<file path="src/rtl/ps2_pkg.sv">
// Shared types and constants for the PS/2 host transmitter and its line filter.
package ps2_pkg;

  typedef enum logic [2:0] {
    S_IDLE,
    S_INHIBIT,
    S_REQ,
    S_DATA,
    S_ACK_CHK,
    S_WAIT_IDLE,
    S_FAIL,
    S_DONE
  } state_t;

  localparam logic [1:0] E_OK        = 2'd0;
  localparam logic [1:0] E_START_TO  = 2'd1;
  localparam logic [1:0] E_PACKET_TO = 2'd2;
  localparam logic [1:0] E_NOACK     = 2'd3;

  // Bits shifted after the start bit: data[7:0], odd parity, stop.
  localparam logic [3:0] FRAME_LEN = 4'd10;

  // Frame image sent LSB first: {stop, parity, data}.
  function automatic logic [9:0] build_frame(input logic [7:0] d);
    return {1'b1, ~^d, d};
  endfunction

endpackage

</file>
<file path="src/rtl/ps2_filt.sv">
// Two-flop synchronizer, FILT-sample level filter and falling-edge strobe
// for one PS/2 line. Filtered level and synchronizer reset to idle-high.
module ps2_filt #(
  parameter int FILT = 4
) (
  input  logic clock,
  input  logic reset,
  input  logic i_pin,
  output logic o_lvl,
  output logic o_fall
);

  localparam int FCW = (FILT > 1) ? $clog2(FILT) : 1;
  localparam logic [FCW-1:0] F_LAST = FCW'(FILT - 1);

  logic [1:0]     r_sync;
  logic           r_lvl;
  logic           r_fall;
  logic [FCW-1:0] r_cnt;

  // Synchronize, then accept a new level only after FILT consecutive
  // disagreeing samples; the fall strobe coincides with the level dropping.
  always_ff @(posedge clock) begin
    if (reset) begin
      r_sync <= 2'b11;
      r_lvl  <= 1'b1;
      r_fall <= 1'b0;
      r_cnt  <= '0;
    end else begin
      r_sync <= {r_sync[0], i_pin};
      r_fall <= 1'b0;
      if (r_sync[1] == r_lvl) begin
        r_cnt <= '0;
      end else if (r_cnt == F_LAST) begin
        r_lvl  <= r_sync[1];
        r_fall <= r_lvl;
        r_cnt  <= '0;
      end else begin
        r_cnt <= r_cnt + 1'b1;
      end
    end
  end

  assign o_lvl  = r_lvl;
  assign o_fall = r_fall;

endmodule

</file>
<file path="src/rtl/ps2_tx.sv">
// PS/2 host-to-device transmitter: inhibits the bus, requests to send,
// shifts one byte plus odd parity and stop on device clock falls, then
// checks the device ACK. Drives open-drain enables only.
// Handshake: start is a one-cycle request honoured only when idle (busy=0);
// data is captured with it. done is a one-cycle strobe; error holds the
// outcome from done until the next accepted start.
module ps2_tx
  import ps2_pkg::*;
#(
  parameter int T_INHIBIT   = 3000,
  parameter int T_START_TO  = 375000,
  parameter int T_PACKET_TO = 50000,
  parameter int FILT        = 4
) (
  input  logic       clock,
  input  logic       reset,
  input  logic       ps_clk_i,
  input  logic       ps_dat_i,
  output logic       ps_clk_oe,
  output logic       ps_dat_oe,
  input  logic       start,
  input  logic [7:0] data,
  output logic       busy,
  output logic       done,
  output logic [1:0] error,
  output state_t     dbg_state
);

  localparam int MAXP_A = (T_INHIBIT > T_START_TO) ? T_INHIBIT : T_START_TO;
  localparam int MAXP   = (MAXP_A > T_PACKET_TO) ? MAXP_A : T_PACKET_TO;
  localparam int CW     = $clog2(MAXP + 1);

  localparam logic [CW-1:0] C_INH_DAT    = CW'(T_INHIBIT - 2);
  localparam logic [CW-1:0] C_INH_LAST   = CW'(T_INHIBIT - 1);
  localparam logic [CW-1:0] C_START_LAST = CW'(T_START_TO - 1);
  localparam logic [CW-1:0] C_PKT_LAST   = CW'(T_PACKET_TO - 1);

  logic w_clk_lvl;
  logic w_clk_fall;
  logic w_dat_lvl;
  logic w_dat_fall_unused;

  state_t        r_state;
  logic          r_clk_oe;
  logic          r_dat_oe;
  logic          r_busy;
  logic          r_done;
  logic [1:0]    r_error;
  logic [9:0]    r_frame;
  logic [3:0]    r_bitcnt;
  logic [CW-1:0] r_cnt;
  logic [CW-1:0] r_pkt;
  logic          r_ack_ok;

  ps2_filt #(.FILT(FILT)) u_clk_filt (
    .clock  (clock),
    .reset  (reset),
    .i_pin  (ps_clk_i),
    .o_lvl  (w_clk_lvl),
    .o_fall (w_clk_fall)
  );

  ps2_filt #(.FILT(FILT)) u_dat_filt (
    .clock  (clock),
    .reset  (reset),
    .i_pin  (ps_dat_i),
    .o_lvl  (w_dat_lvl),
    .o_fall (w_dat_fall_unused)
  );

  // Transfer sequencer; every output is a register updated here.
  always_ff @(posedge clock) begin
    if (reset) begin
      r_state  <= S_IDLE;
      r_clk_oe <= 1'b0;
      r_dat_oe <= 1'b0;
      r_busy   <= 1'b0;
      r_done   <= 1'b0;
      r_error  <= E_OK;
      r_frame  <= '0;
      r_bitcnt <= '0;
      r_cnt    <= '0;
      r_pkt    <= '0;
      r_ack_ok <= 1'b0;
    end else begin
      r_done <= 1'b0;
      case (r_state)
        S_IDLE: begin
          r_busy <= 1'b0;
          if (start) begin
            r_frame  <= build_frame(data);
            r_error  <= E_OK;
            r_busy   <= 1'b1;
            r_clk_oe <= 1'b1;
            r_cnt    <= '0;
            r_state  <= S_INHIBIT;
          end
        end
        S_INHIBIT: begin
          // Device activity on CLK is irrelevant here; the count is fixed.
          r_cnt <= r_cnt + 1'b1;
          if (r_cnt == C_INH_DAT) r_dat_oe <= 1'b1;
          if (r_cnt == C_INH_LAST) begin
            r_clk_oe <= 1'b0;
            r_dat_oe <= 1'b1;
            r_cnt    <= '0;
            r_state  <= S_REQ;
          end
        end
        S_REQ: begin
          if (r_cnt == C_START_LAST) begin
            r_error  <= E_START_TO;
            r_clk_oe <= 1'b0;
            r_dat_oe <= 1'b0;
            r_state  <= S_FAIL;
          end else begin
            r_cnt <= r_cnt + 1'b1;
            // A fall in the first REQ cycle is a leftover of the inhibit.
            if (w_clk_fall && (r_cnt != '0)) begin
              r_dat_oe <= ~r_frame[0];
              r_bitcnt <= 4'd1;
              r_pkt    <= '0;
              r_state  <= S_DATA;
            end
          end
        end
        S_DATA: begin
          if (r_pkt >= C_PKT_LAST) begin
            r_error  <= E_PACKET_TO;
            r_clk_oe <= 1'b0;
            r_dat_oe <= 1'b0;
            r_state  <= S_FAIL;
          end else begin
            r_pkt <= r_pkt + 1'b1;
            if (w_clk_fall) begin
              if (r_bitcnt == FRAME_LEN) begin
                // Fall after the stop bit: device should hold DAT low now.
                r_ack_ok <= ~w_dat_lvl;
                r_dat_oe <= 1'b0;
                r_state  <= S_ACK_CHK;
              end else begin
                r_dat_oe <= ~r_frame[r_bitcnt];
                r_bitcnt <= r_bitcnt + 1'b1;
              end
            end
          end
        end
        S_ACK_CHK: begin
          r_pkt <= r_pkt + 1'b1;
          if (r_ack_ok) begin
            r_state <= S_WAIT_IDLE;
          end else begin
            r_error  <= E_NOACK;
            r_clk_oe <= 1'b0;
            r_dat_oe <= 1'b0;
            r_state  <= S_FAIL;
          end
        end
        S_WAIT_IDLE: begin
          if (r_pkt >= C_PKT_LAST) begin
            r_error  <= E_PACKET_TO;
            r_clk_oe <= 1'b0;
            r_dat_oe <= 1'b0;
            r_state  <= S_FAIL;
          end else begin
            r_pkt <= r_pkt + 1'b1;
            if (w_clk_lvl && w_dat_lvl) begin
              r_done  <= 1'b1;
              r_busy  <= 1'b0;
              r_state <= S_DONE;
            end
          end
        end
        S_FAIL: begin
          r_clk_oe <= 1'b0;
          r_dat_oe <= 1'b0;
          r_done   <= 1'b1;
          r_busy   <= 1'b0;
          r_state  <= S_DONE;
        end
        S_DONE: begin
          r_state <= S_IDLE;
        end
        default: begin
          r_state <= S_IDLE;
        end
      endcase
    end
  end

  assign ps_clk_oe = r_clk_oe;
  assign ps_dat_oe = r_dat_oe;
  assign busy      = r_busy;
  assign done      = r_done;
  assign error     = r_error;
  assign dbg_state = r_state;

endmodule

</file>
<file path="config.mk">
export PLATFORM = sky130hd
export DESIGN_NAME = ps2_tx
export DESIGN_NICKNAME = d
export VERILOG_FILES = /design/src/rtl/ps2_pkg.sv /design/src/rtl/ps2_filt.sv /design/src/rtl/ps2_tx.sv
export SDC_FILE = /design/constraint.sdc
export NUM_CORES = 1
export LEC_CHECK = 0
export BUFFER_PORTS_ARGS = -buffer_cell sky130_fd_sc_hd__buf_2
export CORE_ASPECT_RATIO = 0.5
export CORE_MARGIN = 2
export CORE_UTILIZATION = 35
export CTS_CLUSTER_DIAMETER = 50
export DETAILED_ROUTE_END_ITERATION = 12
export PLACE_DENSITY = 0.58
export REMOVE_ABC_BUFFERS = 1
export SYNTH_ARGS = -nofsm -noshare
export SYNTH_HDL_FRONTEND = slang
export SYNTH_SLANG_ARGS = --single-unit
export TNS_END_PERCENT = 20
</file>
<file path="constraint.sdc">
create_clock -name clock -period 4.5 [get_ports clock]
set_input_delay 0.225 -clock clock [delete_from_list [all_inputs] [get_ports clock]]
set_output_delay 0.225 -clock clock [all_outputs]
set_load 0.005 [all_outputs]
</file>
Word level (Yosys, flattened, before mapping)
Cells that the tools add are included.

Register bits: 73. Bits of input ports: 13. Output and inout bits: 9. Logic and storage cells: 147.

Add/subtract/negate cells: 5. $lt $le $gt $ge: 2. Eq/ne operators: 34. Muxes and demuxes: 53. Bitwise logic cells: 7. Reduce and logical (&&, ||, !) cells: 28.

Operator list (count): 2-to-1 mux 19 bit (6); case mux 19 bit (3 select lines) (2); adder 19 x 1 -> 19 bit, second input constant (2); == test 19 x 12 -> 1 bit, second input constant (2); 2-to-1 mux 3 bit (9); inequality test 2 bit, second input constant (12); case mux 3 bit (8 select lines) (1); AND reduction 6 bit (4); 2-to-1 mux 4 bit (5); == test 19 bit, second input constant (1); >= comparator 19 x 16 -> 1 bit, second input constant (1); nonzero test 19 bit (1); 2-to-1 mux 1 bit (18); == test 3 bit, second input constant (4); inequality test 3 bit, second input constant (4); case mux 1 bit (6 select lines) (2); nonzero test 6 bit (2); 2-to-1 mux 2 bit (5); nonzero test 3 bit (3); OR reduction 3 bit (3); case mux 2 bit (4 select lines) (1); case mux 4 bit (2 select lines) (1); AND reduction 4 bit (2); XNOR reduction 8 bit (1); 22 further kinds (37).

Depth between registers and ports, before layout
Gate-level depths: netlist (run 1).

Depth in word-level cells: 7. Gate-level depth with buffers: 9. Mapped depth without buffers: 8.

Hierarchy
Synthesis (run 1) repeated with hierarchy kept, for this count alone.

Cell total of the unflattened synthesis: 473. Area total of the unflattened synthesis: 3897.5 sq um.

By module, submodules not included: ps2_tx (times used 1, cells an instance 443, area an instance 3489.6 sq um, sequential area each 1241.2 sq um); ps2_filt (times used 2, cells an instance 15, area an instance 203.9 sq um, sequential area each 120.1 sq um).

Worst setup path before layout (run 1)
Ideal clock, no wire load.

Path kind: flip-flop to flip-flop. From: register r_cnt[3]. To: register r_pkt[0]. Setup time: 0.059 ns. Arrival: 2.237 ns. Required time: 4.441 ns. Path slack: 2.204 ns. Stages on the path, launching flop included: 7. Path buffers: 0. Period minus slack after synthesis: 2.296 ns. Path through: dfxtp_1 > or4_4 > or2_1 > o31a_1 > a21o_1 > or4_1 > nand2_1.

Longest elaborated chain between the ends: 4. Elaborated cells between the ends (all ways): 6. Those cells by class: eq/ne (3); reduce/logical (3).

Ends and longest elaborated chain: start, declared (RTL line ps2_tx.sv:51) `logic [CW-1:0] r_cnt;`; start signal, assigned (RTL line ps2_tx.sv:101) `r_cnt <= r_cnt + 1'b1;`; start signal, assigned (RTL line ps2_tx.sv:117) `r_cnt <= r_cnt + 1'b1;`; nonzero test 19 bit (RTL line ps2_tx.sv:119) `if (w_clk_fall && (r_cnt != '0)) begin`; logical AND 1 bit (RTL line ps2_tx.sv:119); inequality test 2 bit (no source line); AND reduction 4 bit (no source line) (*); end signal, assigned (RTL line ps2_tx.sv:134) `r_pkt <= r_pkt + 1'b1;`; end signal, assigned (RTL line ps2_tx.sv:149) `r_pkt <= r_pkt + 1'b1;`; end signal, assigned (RTL line ps2_tx.sv:166) `r_pkt <= r_pkt + 1'b1;`; end, declared (RTL line ps2_tx.sv:52) `logic [CW-1:0] r_pkt;`.

Every way passes the cells marked *; elsewhere a longest branch is shown, timed or not. A chain may end at the register's enable or synchronous reset.

Worst setup path in the final report (run 1)
From: register r_pkt[4]. To: register r_pkt[5].

Longest elaborated chain between the ends: 3. Elaborated cells between the ends (all ways): 6. Those cells by class: add/sub (1); order compare (1); eq/ne (1); mux (2); reduce/logical (1).

Ends and longest elaborated chain: adder 19 x 1 -> 19 bit or >= comparator 19 x 16 -> 1 bit (tied branches); 2-to-1 mux 19 bit or inequality test 2 bit (tied branches); case mux 19 bit (3 select lines) or AND reduction 4 bit (tied branches).

Parallel ways exist; a longest one is shown, timed or not. The select of a mux whose other input is x is not followed.

==> results of run 1 <==
where the power goes:
group,total (mW),switching (mW),internal (mW)
clock network,0.731,0.285,0.446
logic,0.413,0.265,0.148
registers,0.764,0.0682,0.696
total,1.91,0.618,1.29
registers in the layout, indices dropped and copies added, names as in the netlist, 2 cells and up:
name,flops
r_frame,10
u_dat_filt.r_sync,2
r_bitcnt,4
r_cnt,19
r_pkt,19
u_clk_filt.r_cnt,2
u_clk_filt.r_sync,2
u_dat_filt.r_cnt,2
dbg_state,3
error,2
worst max-delay path, delay by kind of cell (launching register included):
| kind | cells | cell delay (ns) |
|---|---|---|
| and+or+nand+nor | 3 | 1.42 |
| AOI/OAI and AO/OA | 3 | 0.89 |
| DFF | 1 | 0.35 |
cells in the final DEF, fill, tap and decap left out, types with 7 or more instances in the layout:
cell type / count
o211ai_1: 9
xnor2_1: 25
o21ai_0: 14
nand2_1: 67
ha_1: 8
dfxtp_1: 73
or3_1: 14
nor3_1: 20
clkbuf_16: 9
nor2_1: 43
inv_1: 13
or4_1: 11
nand4_1: 10
nor4_1: 15
and3_1: 7
a21oi_1: 33
buf_2: 21
nand3_1: 25
worst max path at each step:
| stage | slack, ns | cells past startpoint | to | startpoint |
|---|---|---|---|---|
| 3_3_place_gp | 1.84 | 6 | r_pkt[5] | r_pkt[4] |
| 4_1_cts | 1.78 | 6 | r_pkt[1] | r_cnt[3] |
| 3_5_place_dp | 1.79 | 6 | r_pkt[1] | r_cnt[3] |
| 2_1_floorplan | 2.10 | 6 | r_pkt[3] | r_pkt[4] |
| 6_report | 1.77 | 6 | r_pkt[5] | r_pkt[4] |
| 5_1_grt | 1.58 | 6 | r_pkt[0] | r_cnt[3] |
cell type report:
class	count	area share
multi-input combinational	390	0.536
sequential	73	0.322
clock buffer	10	0.0526
tap	145	0.0399
timing repair buffer	21	0.0231
clock inverter	6	0.0146
inverter	15	0.0124
routing by layer:
layer  vias up  global-route usage  part of all wire
met5         -                   0                 0
met4         0              0.0459             0.012
met3        12              0.0440             0.044
met2        59               0.269              0.45
met1      1699               0.218              0.50
li1       1856                   -                 -
kinds of logic after synthesis:
group / count (synthesis) / synth area share
buf+inv: 38 / 0.0377
xor+xnor: 27 / 0.0584
flops: 73 / 0.361
fa+ha+maj: 8 / 0.0247
mux: 9 / 0.0288
compound gates: 102 / 0.179
simple gates: 244 / 0.310
==> results.json, run 1 <==
{
  "r2r_slack_ns": 1.77,
  "dpl-instance-area_mm2": 0.00424,
  "whs_ns": 0.0713,
  "synth-seq-cells": 73,
  "grt_pass1_vias": 3350,
  "clk_pin_slew_ns": 0.06,
  "hp-class": "input pin to register",
  "holdPathEnd": "u_dat_filt.r_sync[0]",
  "cts_buffers": 9,
  "rr_endpoint": "r_pkt[5]",
  "worst_setup_path_start_kind": "register",
  "grt_pass1_wl_um": 16400,
  "cp_data_arrival_time_ns": 2.99,
  "fin_setup_tns_ns": 0,
  "antenna_found_initial": 0,
  "nFillCells": 1137,
  "syn-cell-area_mm2": 0.00405,
  "p_total_mw": 1.91,
  "leakage_nw": 1.58,
  "reg2reg_depth": 6,
  "grt_max_degree": 36,
  "whs_path_depth": 2,
  "path_class": "register to register",
  "synth-edff-count": 0,
  "viasPerCell": 5.49,
  "cts_tree": "done",
  "async_reset_ff_frac": 0,
  "nets": 531,
  "cellPowerDensity_mw_per_mm2": 420,
  "synth_area_leaders": "dfxtp_1 36%, nand2_1 6.2%, xnor2_1 5.4%, a21oi_1 4.1%, nor2_1 4.0%",
  "multi_input_area_mm2": 0.00243,
  "wl_um": 9670,
  "finalHoldViolCount": 0,
  "yosysSeqAreaShare": 0.361,
  "cts_resized": 0,
  "numPortBuffers": 21,
  "synth_area_per_cell_um2": 8.08,
  "yosysMostFrequentCell": "dfxtp_1",
  "cts_setup_buffers": 0,
  "setup_viol": 0,
  "fp-row-count": 27,
  "critPathMaxStageDelay_ns": 0.57,
  "drtIter0Drc": 121,
  "fin_util": 0.409,
  "maxSlewHeadroom": 0.380,
  "cts.sinks": 73,
  "cts_root_buf": "clkbuf_16",
  "ys.flop_type": "dfxtp_1",
  "crit_path_cell_trace": "or4_4 -> o211a_1 -> a31oi_4 -> nand2_1 -> or4_1 -> a21oi_1",
  "holdBufCountCts": 0,
  "grtUsageTotal": 0.166,
  "fin_cells": 660,
  "coreArea_mm2": 0.0111,
  "dpl.cell_count": 644,
  "ir_worst_vdd_uv": 162,
  "ys_warn_count": 0,
  "synth_largest_area_cell": "dfxtp_1",
  "start_util": 0.364,
  "status": "completed",
  "synth.distinct_cells": 67,
  "r2r-start": "r_pkt[4]",
  "ant_nets": 0,
  "rsz0062_at_grt": "no",
  "crit_path_end_kind": "register",
  "hpwl_um": 6630,
  "drc": 0,
  "dieArea_mm2": 0.0125,
  "design_area_mm2": 0.00454,
  "fin_crit_ns": 2.73,
  "clockBufferDepth": 2,
  "fmax_mhz": 366,
  "drive_gt1_frac": 0.115,
  "worst_pin_slew_ns": 0.930,
  "drt_first_pass_iters": 4,
  "required_ns": 4.76,
  "clk_latency_ns": 0.34,
  "die_x_um": 156,
  "max-cap-violations": 0,
  "synthCells": 501,
  "area_growth_pct": 12.2,
  "gp_congestion": 0.937,
  "fin_crit_sh": 0.607,
  "overflow": 0,
  "htree_num_levels": 3,
  "cp_max_fo": 14,
  "dp_worst_setup_slack_ns": 1.79,
  "diodes": 0,
  "synth_top_area_share": 0.361,
  "finalWorstSetupSlack_ns": 1.77,
  "io_pins": 22,
  "fin_skew_ns": 0.00944,
  "synth_common_cells": "73 x dfxtp_1, 67 x nand2_1, 43 x nor2_1",
  "drv_slew": 0,
  "route.vias.total": 3626,
  "cp_slowest_cell": "or4_4",
  "register_area_mm2": 0.00146,
  "die_h_um": 80.0,
  "wl_per_cell_um": 14.7,
  "min-delay-start": "ps_dat_i"
}
Power figures use the tool's default switching activity.
==> run 2, diff against run 1 <==
clock period = 2.53 ns   (was 4.5 ns; I/O delays follow)
==> results.json, run 2 (synthesis results as in run 1) <==
{
  "switching_power_mw": 1.11,
  "cts_setup_buffers": 0,
  "max-cap-violations": 0,
  "dieArea_mm2": 0.0125,
  "grt_pass1_vias": 3560,
  "cts_root_buf": "clkbuf_16",
  "area_growth_pct": 17.0,
  "route.vias.total": 3688,
  "fin_skew_ns": 0.00772,
  "setup_viol": 0,
  "hp-class": "input pin to register",
  "fmax_mhz": 411,
  "worst_setup_path_start_kind": "register",
  "pwr-share-comb": 0.260,
  "fp-row-count": 27,
  "numPortBuffers": 21,
  "drt_first_pass_iters": 5,
  "grtUsageTotal": 0.174,
  "worst_pin_slew_ns": 0.894,
  "cp_slowest_cell": "or4_4",
  "fin_crit_sh": 0.962,
  "die_h_um": 80.0,
  "viasPerCell": 5.39,
  "drive_gt1_frac": 0.150,
  "worst-path-buf-inv": 0,
  "required_ns": 2.81,
  "cp_data_arrival_time_ns": 2.71,
  "nFillCells": 1095,
  "crit_path_end_kind": "register",
  "cp_max_fo": 9,
  "leakage_nw": 1.69,
  "drc": 0,
  "gp_congestion": 0.958,
  "clk_latency_ns": 0.34,
  "io_pins": 22,
  "final_common_cell": "dfxtp_1",
  "path_class": "register to register",
  "layout_common_cells": "73 x dfxtp_1, 67 x nand2_1, 43 x nor2_1",
  "hpwl_um": 7070,
  "diodes": 0,
  "switching_share": 0.321,
  "htree_num_levels": 3,
  "overflow": 0,
  "clk_pin_slew_ns": 0.06,
  "cellPowerDensity_mw_per_mm2": 732,
  "cts_buffers": 9,
  "pwr-share-seq": 0.374,
  "crit_path_cell_trace": "or4_4 -> or2_1 -> o31a_1 -> a21o_2 -> or4_1 -> nand2_1",
  "ir_worst_vdd_uv": 351,
  "drv_slew": 0,
  "grt_max_degree": 36,
  "wl_per_cell_um": 14.6,
  "nets": 555,
  "critPathMaxStageDelay_ns": 0.54,
  "antenna_found_initial": 0,
  "cts.sinks": 73,
  "rsz0062_at_grt": "no",
  "fin_util": 0.426,
  "maxSlewHeadroom": 0.402,
  "coreArea_mm2": 0.0111,
  "wl_um": 10000,
  "cts_tree": "done",
  "ant_nets": 0,
  "die_x_um": 156,
  "fin_crit_ns": 2.43,
  "clockPowerShare": 0.366,
  "grt_pass1_wl_um": 17200,
  "status": "completed",
  "start_util": 0.364,
  "drtIter0Drc": 212,
  "clockBufferDepth": 2,
  "finalHoldViolCount": 0,
  "largestRegisters": "r_cnt (19), r_pkt (19), r_frame (10)",
  "cp_top_family": "simple AND/OR/NAND/NOR gates",
  "fin_setup_tns_ns": 0,
  "p_int_mw": 2.35
}
==> run 2: cell count changes in the layout (fill, tap and decap cells not counted) <==
| cell | delta |
|---|---|
| buf_4 | +21 |
| dlygate4sd3_1 | +2 |
| a21o_1 | -1 |
| a21o_2 | +1 |
| buf_12 | +1 |
| clkbuf_1 | +1 |
| clkbuf_8 | -1 |
| clkinv_2 | -1 |
| clkinv_4 | +1 |
| clkinvlp_4 | +1 |
| inv_6 | -1 |
==> run 2: final cells by class <==
| type | count | area [um^2] | area share |
|---|---|---|---|
| clock buffer | 10 | 229 | 0.0484 |
| sequential | 73 | 1460 | 0.309 |
| inverter | 15 | 56.3 | 0.0119 |
| clock inverter | 6 | 68.8 | 0.0145 |
| tap | 145 | 181 | 0.0383 |
| multi-input combinational | 390 | 2430 | 0.514 |
| timing repair buffer | 45 | 303 | 0.0640 |
==> run 2: tightest hold or removal path, stage by stage <==
cell,delay [ns]
buf_2,0.11
nand2_1,0.05
a21oi_1,0.05
==> run 2: metal layers <==
metal  up-vias  global-route usage  share of wire
li1       1903                   -              -
met1      1705               0.221           0.49
met2        68               0.283           0.45
met3        12              0.0537          0.044
met4         0              0.0541          0.014
met5         -                   0              0
==> run 2: path summary, 6_finish.rpt <==
path	cells after the start	end	startpoint	slack [ns]
worst max-delay path	6	r_pkt[10]	r_cnt[10]	0.1
worst max register to register	6	r_pkt[10]	r_cnt[10]	0.1
worst min-delay path	3	r_frame[1]	data[1]	0.05
worst min register to register	1	u_dat_filt.r_sync[1]	u_dat_filt.r_sync[0]	0.41
==> run 2: timing repair <==
item                                    in CTS  in global routing
hold endpoints to repair                     2                  0
resized for setup                            0                  1
hold buffers                                 2                  0
endpoints found under the setup margin       0                  1
==> run 2: through the flow <==
step | total power, mW | setup WS [ns] | cell area, um^2 | cells | hold WS [ns]
finish | 3.46 | 0.0951 | 4730 | 684 | 0.0507
global route | 3.67 | 0.0223 | 4730 | 684 | 0.0496
CTS | 3.50 | 0.0819 | 4730 | 684 | 0.0394
detailed placement | 2.21 | 0.103 | 4410 | 666 | 0.319
global placement | 2.21 | 0.135 | 4410 | 666 | 0.313
floorplan | 1.86 | 0.126 | 3950 | 478 | 0.196
==> run 2: power groups by stage <==
stage                     Sequential (mW)  Clock, mW  Combinational [mW]
final                                1.30       1.27               0.899
after global routing                 1.31       1.36                1.01
after CTS                            1.30       1.31               0.898
after detailed placement             1.32          0               0.893
after global placement               1.32          0               0.894
after floorplan                      1.35          0               0.511
==> run 3, diff against run 2 <==
CORE_MARGIN = not set   (was 2)
==> results.json, run 3 (synthesis results as in run 1) <==
{
  "r2r_slack_ns": 0.1,
  "pwr-share-comb": 0.251,
  "grt_pass1_vias": 3471,
  "switching_power_mw": 1.09,
  "design_area_mm2": 0.00477,
  "htree_num_levels": 3,
  "dieArea_mm2": 0.0120,
  "cp_max_fo": 8,
  "die_h_um": 78.0,
  "max-cap-violations": 0,
  "layout_common_cells": "73 x dfxtp_1, 67 x nand2_1, 43 x nor2_1",
  "route.vias.total": 3701,
  "cellPowerDensity_mw_per_mm2": 753,
  "worst-path-buf-inv": 0,
  "pwr-share-seq": 0.362,
  "clk_pin_slew_ns": 0.06,
  "leakage_nw": 1.70,
  "die_x_um": 154,
  "clockBufferDepth": 2,
  "ir_worst_vdd_uv": 344,
  "ant_nets": 0,
  "cp_slowest_cell": "or4_4",
  "clk_latency_ns": 0.33,
  "drtIter0Drc": 144,
  "worst_pin_slew_ns": 0.829,
  "crit_end": "r_pkt[10]",
  "drt_first_pass_iters": 5,
  "fin_setup_tns_ns": 0,
  "diodes": 0,
  "setup_viol": 0,
  "fin_crit_ns": 2.43,
  "finalWorstSetupSlack_ns": 0.0980,
  "viasPerCell": 5.42,
  "min-delay-start": "data[1]",
  "nets": 554,
  "fp-row-count": 27,
  "largestRegisters": "r_cnt (19), r_pkt (19), r_frame (10)",
  "wl_per_cell_um": 14.5,
  "area_growth_pct": 17.8,
  "status": "completed",
  "fmax_mhz": 411,
  "drive_gt1_frac": 0.147,
  "drc": 0,
  "numPortBuffers": 21,
  "dpl-instance-area_mm2": 0.00441,
  "nFillCells": 1091,
  "cp_top_family": "simple AND/OR/NAND/NOR gates",
  "crit_path_cell_trace": "or4_4 -> or2_1 -> o31a_1 -> a21o_1 -> or4_1 -> nand2_1",
  "fin_skew_ns": 0.00967,
  "cp_data_arrival_time_ns": 2.71,
  "drv_slew": 0,
  "whs_ns": 0.0483,
  "fin_crit_sh": 0.961,
  "coreArea_mm2": 0.0111,
  "required_ns": 2.80,
  "cts_root_buf": "clkbuf_16",
  "grt_max_degree": 36,
  "cts_setup_buffers": 0,
  "critPathMaxStageDelay_ns": 0.53,
  "switching_share": 0.303,
  "dp_worst_setup_slack_ns": 0.126,
  "p_int_mw": 2.50,
  "crit_path_end_kind": "register",
  "cp.depth": 6,
  "grtUsageTotal": 0.175,
  "final_common_cell": "dfxtp_1",
  "path_class": "register to register",
  "wl_um": 9900,
  "overflow": 0,
  "hpwl_um": 7030,
  "critPathLaunch": "r_cnt[10]",
  "clockPowerShare": 0.388,
  "r2r-start": "r_cnt[10]",
  "maxSlewHeadroom": 0.445,
  "start_util": 0.364,
  "cts.sinks": 73,
  "grt_pass1_wl_um": 16600,
  "rsz0062_at_grt": "no",
  "cts_buffers": 9,
  "rr_endpoint": "r_pkt[10]",
  "gp_congestion": 0.901,
  "reg2reg_depth": 6,
  "fin_util": 0.429,
  "cts_tree": "done",
  "worst_setup_path_start_kind": "register",
  "hp-class": "input pin to register",
  "finalHoldViolCount": 0,
  "io_pins": 22,
  "antenna_found_initial": 0
}
[run 3: cell count changes in the layout (fill, tap and decap cells not counted), sizes merged]
cell,previous run,this run
clkinv,6,2
clkbuf,10,12
clkinvlp,1,2
buf,43,42
bufinv,1,2
[run 3: area by class of cell]
cell class                      instances  area [um^2]  area share
Multi-Input combinational cell        390         2440       0.512
Sequential cell                        73         1460       0.307
Timing Repair Buffer                   44          295      0.0620
Clock buffer                           12          256      0.0538
Tap cell                              145          181      0.0381
Clock inverter                          4         75.1      0.0158
Inverter                               15         56.3      0.0118
[run 3: repair_timing]
| item | 4_1_cts | 5_1_grt |
|---|---|---|
| endpoints found under the setup margin | 0 | 1 |
| gates resized for setup | 0 | 1 |
| hold buffers | 2 | 0 |
| hold endpoints to repair | 2 | 0 |
[run 3: worst min-delay path: cells and delay by family]
kind | cells | cell delay [ns]
buffers and inverters | 1 | 0.11
and+or+nand+nor | 1 | 0.05
AOI/OAI and AO/OA | 1 | 0.05
[run 3: worst min path at each step]
stage	cells after the start	end
finish	3	r_frame[1]
global route	3	r_frame[1]
CTS	3	r_frame[1]
detailed placement	2	u_dat_filt.r_sync[0]
global placement	2	u_dat_filt.r_sync[0]
floorplan	1	r_bitcnt[0]
[run 3: power groups by stage]
stage | clock, mW | sequential (mW) | combinational [mW]
final | 1.39 | 1.30 | 0.900
after global routing | 1.49 | 1.31 | 0.996
after detailed placement | 0 | 1.32 | 0.894
after CTS | 1.44 | 1.30 | 0.900
after global placement | 0 | 1.32 | 0.889
after floorplan | 0 | 1.35 | 0.511
[run 3: routing by layer]
metal  global-route usage  part of all wire  vias up
li1                     -                 -     1889
met1                0.217              0.49     1731
met2                0.293              0.45       66
met3               0.0458             0.039       15
met4               0.0660             0.016        0
met5                    0                 0        -
[run 3: stage by stage]
step                      total power, mW  instances
final                                3.59        683
after global routing                 3.79        683
after CTS                            3.63        683
after detailed placement             2.22        665
after global placement               2.21        665
after floorplan                      1.86        478
